<file path="config.mk">
export PLATFORM = sky130hd
export DESIGN_NAME = div_unit
export DESIGN_NICKNAME = d
export VERILOG_FILES = /design/src/rtl/div_unit.sv
export SDC_FILE = /design/constraint.sdc
export NUM_CORES = 1
export LEC_CHECK = 0
export ABC_AREA = 1
export BUFFER_PORTS_ARGS = -buffer_cell sky130_fd_sc_hd__buf_2
export CORE_MARGIN = 3
export CORE_UTILIZATION = 40
export CTS_CLUSTER_SIZE = 12
export DETAILED_ROUTE_END_ITERATION = 12
export PLACE_DENSITY = 0.57
export SYNTH_ARGS = -nofsm -noshare
export SYNTH_HDL_FRONTEND = slang
export SYNTH_SLANG_ARGS = --single-unit
</file>
<file path="constraint.sdc">
create_clock -name clk -period 5.72 [get_ports clk]
set_input_delay 0.572 -clock clk [delete_from_list [all_inputs] [get_ports clk]]
set_output_delay 0.572 -clock clk [all_outputs]
set_load 0.02 [all_outputs]
</file>
<file path="src/rtl/div_unit.sv">
// Multi-cycle 32-bit DIV/DIVU unit: restoring radix-2 divider, one quotient bit per cycle.
// result = {remainder, quotient}; a zero divisor returns {dividend, all-ones} without iterating.
module div_unit (
  input  logic        clk,
  input  logic        rst,
  input  logic        start,
  input  logic        annul,
  input  logic        signed_div,
  input  logic [31:0] a,
  input  logic [31:0] b,
  output logic [63:0] result,
  output logic        ready,
  output logic        stall
);

  typedef enum logic [1:0] {
    S_IDLE,
    S_DIVZERO,
    S_ON,
    S_END
  } state_t;

  state_t      r_state;
  state_t      w_next;

  logic [64:0] r_work;
  logic [31:0] r_a;
  logic [31:0] r_b;
  logic        r_neg_q;
  logic        r_neg_r;
  logic [4:0]  r_cnt;
  logic [63:0] r_result;

  logic        w_go;
  logic [31:0] w_a_mag;
  logic [31:0] w_b_mag;
  logic [64:0] w_shift;
  logic [32:0] w_diff;
  logic [64:0] w_step;
  logic [31:0] w_quot;
  logic [31:0] w_rem;

  assign w_go    = start & ~annul;
  assign w_a_mag = (signed_div & a[31]) ? (~a + 32'd1) : a;
  assign w_b_mag = (signed_div & b[31]) ? (~b + 32'd1) : b;

  // Remainder lives in bits [64:32], quotient shifts in at bit 0.
  assign w_shift = r_work << 1;
  assign w_diff  = w_shift[64:32] - {1'b0, r_b};
  assign w_step  = w_diff[32] ? w_shift : {w_diff, w_shift[31:1], 1'b1};
  assign w_quot  = r_neg_q ? (~w_step[31:0] + 32'd1)  : w_step[31:0];
  assign w_rem   = r_neg_r ? (~w_step[63:32] + 32'd1) : w_step[63:32];

  always_ff @(posedge clk) begin
    if (rst) begin
      r_state <= S_IDLE;
    end else begin
      r_state <= w_next;
    end
  end

  always_comb begin
    w_next = r_state;
    case (r_state)
      S_IDLE:    if (w_go) w_next = (b == 32'd0) ? S_DIVZERO : S_ON;
      S_DIVZERO: w_next = S_END;
      S_ON:      if (r_cnt == 5'd31) w_next = S_END;
      S_END:     w_next = S_IDLE;
      default:   w_next = S_IDLE;
    endcase
    if (annul) w_next = S_IDLE;
  end

  always_ff @(posedge clk) begin
    if (rst) begin
      r_work   <= '0;
      r_a      <= '0;
      r_b      <= '0;
      r_neg_q  <= 1'b0;
      r_neg_r  <= 1'b0;
      r_cnt    <= '0;
      r_result <= '0;
    end else begin
      case (r_state)
        S_IDLE: begin
          if (w_go) begin
            r_a     <= a;
            r_b     <= w_b_mag;
            r_work  <= {33'd0, w_a_mag};
            r_neg_q <= signed_div & (a[31] ^ b[31]);
            r_neg_r <= signed_div & a[31];
            r_cnt   <= '0;
          end
        end
        S_DIVZERO: begin
          if (!annul) r_result <= {r_a, 32'hFFFF_FFFF};
        end
        S_ON: begin
          r_work <= w_step;
          r_cnt  <= r_cnt + 5'd1;
          if (!annul && r_cnt == 5'd31) r_result <= {w_rem, w_quot};
        end
        default: ;
      endcase
    end
  end

  assign result = r_result;
  assign ready  = (r_state == S_END) & ~annul;
  assign stall  = start & ~ready & ~annul;

endmodule

</file>
## After elaboration in Yosys (flattened, before gate mapping)

Index checks and enable logic that the tools add are counted.

| storage, ports and cells | value |
|---|---|
| register bits after elaboration | 201 |

| cells by class | value |
|---|---|
| add/subtract/negate cells | 6 |
| eq/ne operators | 8 |
| mux-type cells | 16 |
| bitwise operators | 14 |
| reduce and logical (&&, ||, !) cells | 11 |

Operators by type and width:

| operator | count |
|---|---|
| $mux W64 | 4 |
| $pmux W64 S2 | 2 |
| $add A32 B1 Y32 const B | 4 |
| $mux W32 | 4 |
| $not A32 Y32 | 4 |
| $sub A33 B32 Y33 | 1 |
| $logic_not A32 Y1 | 1 |
| $pmux W5 S2 | 1 |
| $ne A2 B2 Y1 const B | 4 |
| $pmux W2 S4 | 1 |
| $and A1 B1 Y1 | 7 |
| $mux W2 | 3 |
| $reduce_and A2 Y1 | 3 |
| $add A5 B1 Y5 const B | 1 |
| $eq A5 B5 Y1 const B | 1 |
| $mux W5 | 1 |
| $eq A2 B2 Y1 const B | 2 |
| $reduce_bool A2 Y1 | 2 |
| $reduce_and A3 Y1 | 1 |
| $eq A2 B1 Y1 const B | 1 |
| $logic_not A2 Y1 | 1 |
| $not A1 Y1 | 2 |
| $reduce_or A2 Y1 | 1 |
| $logic_and A1 B1 Y1 | 1 |
| other kinds (2) | 2 |

## Depth between registers and ports, before layout

Gate-level depths: netlist (run 1).

| depth | value |
|---|---|
| depth in word-level cells | 7 |
| gate-level depth with buffers | 32 |
| mapped depth without buffers | 31 |

## Worst setup path before layout (run 1)

No wires, ideal clock.

| timing | value |
|---|---|
| kind | reg-to-reg |
| from | register r_work[31] |
| to | register r_result[30], in the netlist result[30] |
| setup time | 70 ps |
| data arrival time | 3927 ps |
| required time | 5650 ps |
| path slack | 1722 ps |
| stages on the path, launching flop included | 32 |
| path buffers | 1 |
| cells stage by stage | dfxtp_1 -> inv_1 -> ha_1 -> inv_1 -> fa_1 -> nand2_1 -> nand2_1 -> nand3_1 -> nand2_1 -> nand2_1 -> nand2_2 -> nand2_4 -> nand3_4 -> nand2_8 -> buf_2 -> ha_1 -> inv_1 -> nor3_2 -> nand3_1 -> nor3_1 -> nand2_1 -> nor2_2 -> nand2_1 -> nand2_1 -> o21ai_1 -> a21oi_1 -> o21ai_0 -> nor2_1 -> o21ai_0 -> a31oi_1 -> o21ai_1 -> a21oi_1 |

| on the way | value |
|---|---|
| word-level cells in the longest chain between the ends | 7 |

Ends and longest elaborated chain:

| element | RTL line | source |
|---|---|---|
| start: declaration | 26 | `logic [64:0] r_work;` |
| start signal: assignment | 89 | `r_work <= {33'd0, w_a_mag};` |
| start signal: assignment | 99 | `r_work <= w_step;` |
| $sub A33 B32 Y33 | 49 | `assign w_diff = w_shift[64:32] - {1'b0, r_b};` |
| $mux W64 | 50 | `assign w_step = w_diff[32] ? w_shift : {w_diff, w_shift[31:1], 1'b1};` |
| $not A32 Y32 | 51 | `assign w_quot = r_neg_q ? (~w_step[31:0] + 32'd1) : w_step[31:0];` |
| $add A32 B1 Y32 | 51 |  |
| $mux W32 | 51 |  |
| $mux W64 | 101 | `if (!annul && r_cnt == 5'd31) r_result <= {w_rem, w_quot};` |
| $pmux W64 S2 | 84 | `case (r_state)` |
| end signal: assignment | 96 | `if (!annul) r_result <= {r_a, 32'hFFFF_FFFF};` |
| end signal: assignment | 101 |  |
| end: declaration | 32 | `logic [63:0] r_result;` |

No other way between the ends. The select of a mux whose other input is x is not followed.
A chain may end at the register's enable or synchronous reset.

## Final worst setup path (run 1)

Ends and elaborated chain as after synthesis.

==> impl_results.md, run 1 <==
- Pre-antenna DRT Iters: 5
- Crit Reg-Reg Startpoint: r_work[31]
- Max_cap viols: 0
- Clk_lat worst skew: 0.55 ns
- Share of cells above drive strength 1: 0.103
- Mean Syn Cell Area: 6.11 sq um
- Initial Utilization: 0.406
- Worst Hold Depth: 3
- Slew Viols, Final: 0
- Setup_tns: 0 ns
- EDFF count, synth: 0
- Asr flop ratio synth: 0
- Top cells by area, synth: dfxtp_1 29%, nand2_1 18%, a21oi_1 9.3%
- Die footprint: 37400 sq um
- Post-Syn Area: 14100 sq um
- Setup CP Type: reg2reg
- Yosys cell types: 52
- Setup crit end: result[30]
- Worst EP required: 6.19 ns
- Switch share: 0.325
- Initial antenna violation count: 0
- Slowest cell delay on critical path: 0.40 ns
- Setup bufs post-CTS: 0
- Die width: 193 um
- Diode count: 0
- Part of the power in registers: 0.385
- Critical path capture point type: flip-flop
- Vias in the first global route: 13800
- Syn Nets: 2413
- Dpl cells: 2798
- Crit. Startpoint: r_work[31]
- DRC: 0
- Final setup viols: 0
- Period utilization: 0.850
- Clock Sinks: 201
- Worst Hold Class: in2reg
- Setup Skew: 0.0221 ns
- Via count: 15000
- Post-DR wirelength/cell: 16.7 um
- GPL Wtd Cong: 0.944
- CP dominant cell by count: nand2_1
- Tmin final: 4.86 ns
- Measured slew at the worst slew-check pin: 1.01 ns
- Num CTS Buffers: 25
- Core box area: 34600 sq um
- Post-DRT Antenna Nets: 0
- Part of the Yosys area used for sequential elements: 0.286
- Final non-filler cell total: 2844
- Reg2Reg Depth: 30
- Syn Inst Count: 2300
- Internal: 0.00263 W
- Gate power share: 0.212
- P per Cell Area: 247 nW/um^2
- Top FF cell, synth: dfxtp_1
- Deepest clock path buffer count: 3
- HPWL Detailed: 35.7 mm
- Nets: 2483
- Reg2reg setup slack: 0.86 ns
- FP Rows: 68
- CTS Root Cell: clkbuf_16
- Crit-path slowest cell: fa_1
- CTS tree: done
- FF+latch count, synth: 201
- Startpoint types: flip-flop
- Crit path DAT: 5.33 ns
- Post-DR vias/cell: 5.27
- Most frequent cell after synthesis: nand2_1
- PortBufs: 134
- Final WL: 47.6 mm
- Peak supply drop: 0.000262 V
- Synth warn: 0
- Clock transition at the registers of the reported paths: 0.06 ns
- Grt ovf: 0
- Synth top cells by count: 690 x nand2_1, 287 x inv_1, 262 x a21oi_1
- Synth-to-layout area growth: 12.3%
- Final Hold Viols: 0
- Die Y-Extent: 193 um
- First-pass GRT wire length: 75.0 mm
- RSZ-0062 raised after global routing: no
- RR Endpoint: result[30]
- Static leakage: 7.40 nW
- Rel. slew slack: 0.325
- Gr usage total: 0.244
- H-Tree Level Count: 1
- NetSw: 0.00127 W
- Yosys top cell area share: 0.286
- Fmax: 206 MHz
- I/O pins: 135
- CP max FO: 46
- Status: finished clean
- Drt first-iter violations: 1114
- Synth area leader: dfxtp_1
- # hold bufs at CTS: 0
- PostCTS Resize Cnt: 0
- Largest net degree at the start of global routing: 81
- Clock power frac: 0.402
[final cells by class]
class                      count  area (sq um)
tap                          455           569
fill                        3682         18800
sequential                   201          4020
clock inverter                 7          67.6
clock buffer                  39           728
multi-input combinational   1703          8530
timing repair buffer         147           771
inverter                     292          1100
[registers in the layout, summed over array words and instances, names as in the netlist]
| register | flops |
|---|---|
| r_cnt | 5 |
| r_state | 2 |
| r_neg_q | 1 |
| r_a | 32 |
| r_neg_r | 1 |
| r_b | 32 |
| result | 64 |
| r_work | 64 |
[metrics by stage]
stage	power [W]	hold WS, ns	instance area (sq um)	util	worst slack, ns
after floorplan	0.00209	0.430	14100	-	1.72
after global placement	0.00234	0.442	15000	0.433	1.01
after detailed placement	0.00235	0.450	15000	0.433	0.920
after CTS	0.00392	0.304	15800	0.456	0.886
final	0.00389	0.327	15800	0.456	0.856
after global routing	0.00407	0.321	15800	0.456	0.225
[cells by family after synthesis]
kind of cell / count (synthesis) / share of synthesized area
flip-flops: 201 / 0.286
XOR/XNOR: 61 / 0.0380
AO/OA/AOI/OAI: 512 / 0.203
buffers and inverters: 396 / 0.109
AND/OR/NAND/NOR: 1086 / 0.324
adder cells (fa/ha/maj): 44 / 0.0397
[cell usage in the layout, fill, tap and decap left out, types with 25 or more instances in the layout]
cell         n
a21oi_1    262
o21ai_0    129
buf_2      133
clkbuf_16   25
nand3_1    118
ha_1        42
nor3_1      36
dfxtp_1    201
nor2_1     163
xor2_1      38
nand2_1    690
inv_1      285
[worst min path at each step]
| stage | startpoint | slack [ns] | end |
|---|---|---|---|
| 2_1_floorplan | r_a[10] | 0.43 | r_a[10] |
| 3_5_place_dp | r_a[8] | 0.45 | r_a[8] |
| 5_1_grt | a[0] | 0.32 | r_a[0] |
| 6_report | a[0] | 0.33 | r_a[0] |
| 4_1_cts | a[0] | 0.30 | r_a[0] |
| 3_3_place_gp | r_a[30] | 0.44 | r_a[30] |
[critical path: cells and delay by family, from the launching register on]
| family | cells | cell delay [ns] |
|---|---|---|
| buffers and inverters | 3 | 0.20 |
| flip-flops | 1 | 0.30 |
| AO/OA/AOI/OAI | 7 | 1.11 |
| adder cells (fa/ha/maj) | 3 | 0.77 |
| AND/OR/NAND/NOR | 17 | 2.38 |
[per-layer routing]
layer | track usage | up-vias | wire length (um)
li1 | - | 7623 | -
met1 | 0.345 | 6872 | 22500
met2 | 0.389 | 412 | 20700
met3 | 0.0395 | 80 | 2980
met4 | 0.0638 | 0 | 1340
met5 | 0 | - | 0
[power groups by stage]
stage / combinational, W / clock [W] / sequential (W)
after CTS: 0.000820 / 0.00160 / 0.00150
after floorplan: 0.000555 / 0 / 0.00154
after global placement: 0.000812 / 0 / 0.00153
after detailed placement: 0.000817 / 0 / 0.00153
after global routing: 0.000927 / 0.00164 / 0.00151
final: 0.000827 / 0.00157 / 0.00150
Power figures use the tool's default switching activity.
==> run 2, diff against run 1 <==
- PLACE_DENSITY: 0.57 -> 0.54
==> run 2 against run 1 <==
First-iteration DRC count rose by 4.2%. Flip-flop and latch count did not move. Critical path type unchanged. Sequential power barely moved. Sequential share of layout area fell by 0.21 points. Cell count barely moved. Register-to-register slack got worse by 0.03 ns. Clock power rose by 15%.
==> impl_results.md, run 2 (synthesis results as in run 1) <==
- Slowest cell delay on critical path: 0.40 ns (about the same)
- GPL Wtd Cong: 0.928 (-1.7%)
- Crit path DAT: 5.36 ns (+0.03 ns)
- RSZ-0062 raised after global routing: no
- Worst hold margin: 0.334 ns (+0.00694 ns)
- Initial antenna violation count: 0 (unchanged)
- Worst hold start: a[0]
- Gr usage total: 0.248 (+0.00340)
- P per Cell Area: 259 nW/um^2 (+5.1%)
- Crit-path slowest cell: fa_1
- CTS tree: done
- Fillers: 3742 (+1.6%)
- I/O pins: 135 (unchanged)
- FP Rows: 68 (unchanged)
- Pre-antenna DRT Iters: 6 (+1)
- Commonest non-fill, non-tap cell in the layout: nand2_1
- Largest net degree at the start of global routing: 83 (+2.5%)
- Period utilization: 0.856 (+0.00595)
- DRC: 0 (unchanged)
- Setup Skew: 0.0152 ns (-0.00689 ns)
- Diode count: 0 (unchanged)
- Setup bufs post-CTS: 0 (unchanged)
- CTS Root Cell: clkbuf_16
- Worst EP required: 6.18 ns (about the same)
- H-Tree Level Count: 1 (unchanged)
- Vias in the first global route: 13500 (-2.2%)
- Grt ovf: 0 (unchanged)
- Post-DR wirelength/cell: 17.0 um (+1.4%)
- Status: finished clean
- Die Y-Extent: 193 um (unchanged)
- Crit Reg-Reg Startpoint: r_work[31]
- Post-DRT Antenna Nets: 0 (unchanged)
- Slew Viols, Final: 0 (unchanged)
- Rel. slew slack: 0.355 (+0.0304)
- Final setup viols: 0 (unchanged)
- Die footprint: 37400 sq um (unchanged)
- Core box area: 34600 sq um (unchanged)
- CP max FO: 46 (unchanged)
- PostCTS Resize Cnt: 0 (unchanged)
- Nets: 2483 (unchanged)
- Post-DR vias/cell: 5.22 (-0.94%)
- Clock transition at the registers of the reported paths: 0.06 ns (about the same)
- Final Hold Viols: 0 (unchanged)
- CP dominant cell by count: nand2_1
- Initial Utilization: 0.406 (unchanged)
- HPWL Detailed: 36.3 mm (+1.7%)
- Startpoint types: flip-flop
- Max_cap viols: 0 (unchanged)
- Num CTS Buffers: 26 (+4.0%)
- Final WL: 48.3 mm (+1.4%)
- Worst Hold Class: in2reg
- Via count: 14900 (-0.91%)
- Static leakage: 7.47 nW (+0.95%)
- Critical path capture point type: flip-flop
- Fmax: 204 MHz (-0.69%)
- Clock Sinks: 201 (unchanged)
- Register Area: 4020 sq um (unchanged)
- Tmin final: 4.90 ns (+0.0340 ns)
- PortBufs: 134 (unchanged)
- Most frequent cells in the layout: 690 x nand2_1, 285 x inv_1, 262 x a21oi_1, 201 x dfxtp_1, 163 x nor2_1
- Crit. Startpoint: r_work[31]
- Drt first-iter violations: 1161 (+4.2%)
- Clk_lat worst skew: 0.54 ns (about the same)
- Setup CP Type: reg2reg
- Peak supply drop: 0.000195 V (-26%)
- Die width: 193 um (unchanged)
- Multi-input logic area: 8530 sq um (unchanged)
- Measured slew at the worst slew-check pin: 0.967 ns (-0.0457 ns)
- Deepest clock path buffer count: 3 (unchanged)
- # hold bufs at CTS: 0 (unchanged)
- Share of cells above drive strength 1: 0.105 (+0.00247)
- Synth-to-layout area growth: 13.3%
- Setup_tns: 0 ns (unchanged)
- First-pass GRT wire length: 75.5 mm (+0.72%)
## run 2: cell count changes in the layout (fill, tap and decap cells not counted), sizes merged
| cell | delta |
|---|---|
| bufinv | +3 |
| buf | -1 |
| clkbuf | -1 |
| inv | -1 |
| clkinv | +1 |
## run 2: cell type report
type,instances,area share
clock buffers,38,0.0494
clock inverters,10,0.00943
inverters,292,0.0689
multi-input cells,1703,0.536
flip-flops and latches,201,0.253
well taps,455,0.0358
repair buffers,146,0.0479
## run 2: through the flow
step | cell area [sq um] | total power [W] | cells | util | setup WS, ns
finish | 15900 | 0.00413 | 2845 | 0.460 | 0.822
global route | 15900 | 0.00431 | 2845 | 0.460 | 0.269
CTS | 15900 | 0.00415 | 2845 | 0.460 | 0.896
detailed placement | 15000 | 0.00235 | 2797 | 0.433 | 0.914
global placement | 15000 | 0.00235 | 2797 | 0.433 | 0.983
floorplan | 14100 | 0.00209 | 2300 | - | 1.72
## run 2: worst paths after layout
path / slack [ns] / depth (start not counted) / end
hold reg to reg: 0.45 / 2 / r_a[12]
hold / removal: 0.33 / 3 / r_a[0]
setup reg to reg: 0.82 / 30 / result[30]
setup / recovery: 0.82 / 30 / result[30]
## run 2: worst max-delay path: cells and delay by family, from the launching register on
kind            cells  cell delay, ns
compound gates      7            1.09
fa+ha+maj           3            0.77
simple gates       17            2.41
flops               1            0.31
buf+inv             3            0.20
## run 2: report_power, final
group | total (W) | switching (W) | internal (W)
combinational | 0.000827 | 0.000581 | 0.000246
sequential | 0.00150 | 0.0000374 | 0.00146
clock | 0.00180 | 0.000674 | 0.00113
## run 2: per-layer routing
metal / GRT usage / vias up / wire length [um]
li1: - / 7618 / -
met1: 0.356 / 6806 / 23300
met2: 0.394 / 380 / 21000
met3: 0.0434 / 47 / 3080
met4: 0.0453 / 0 / 889
met5: 0 / - / 0
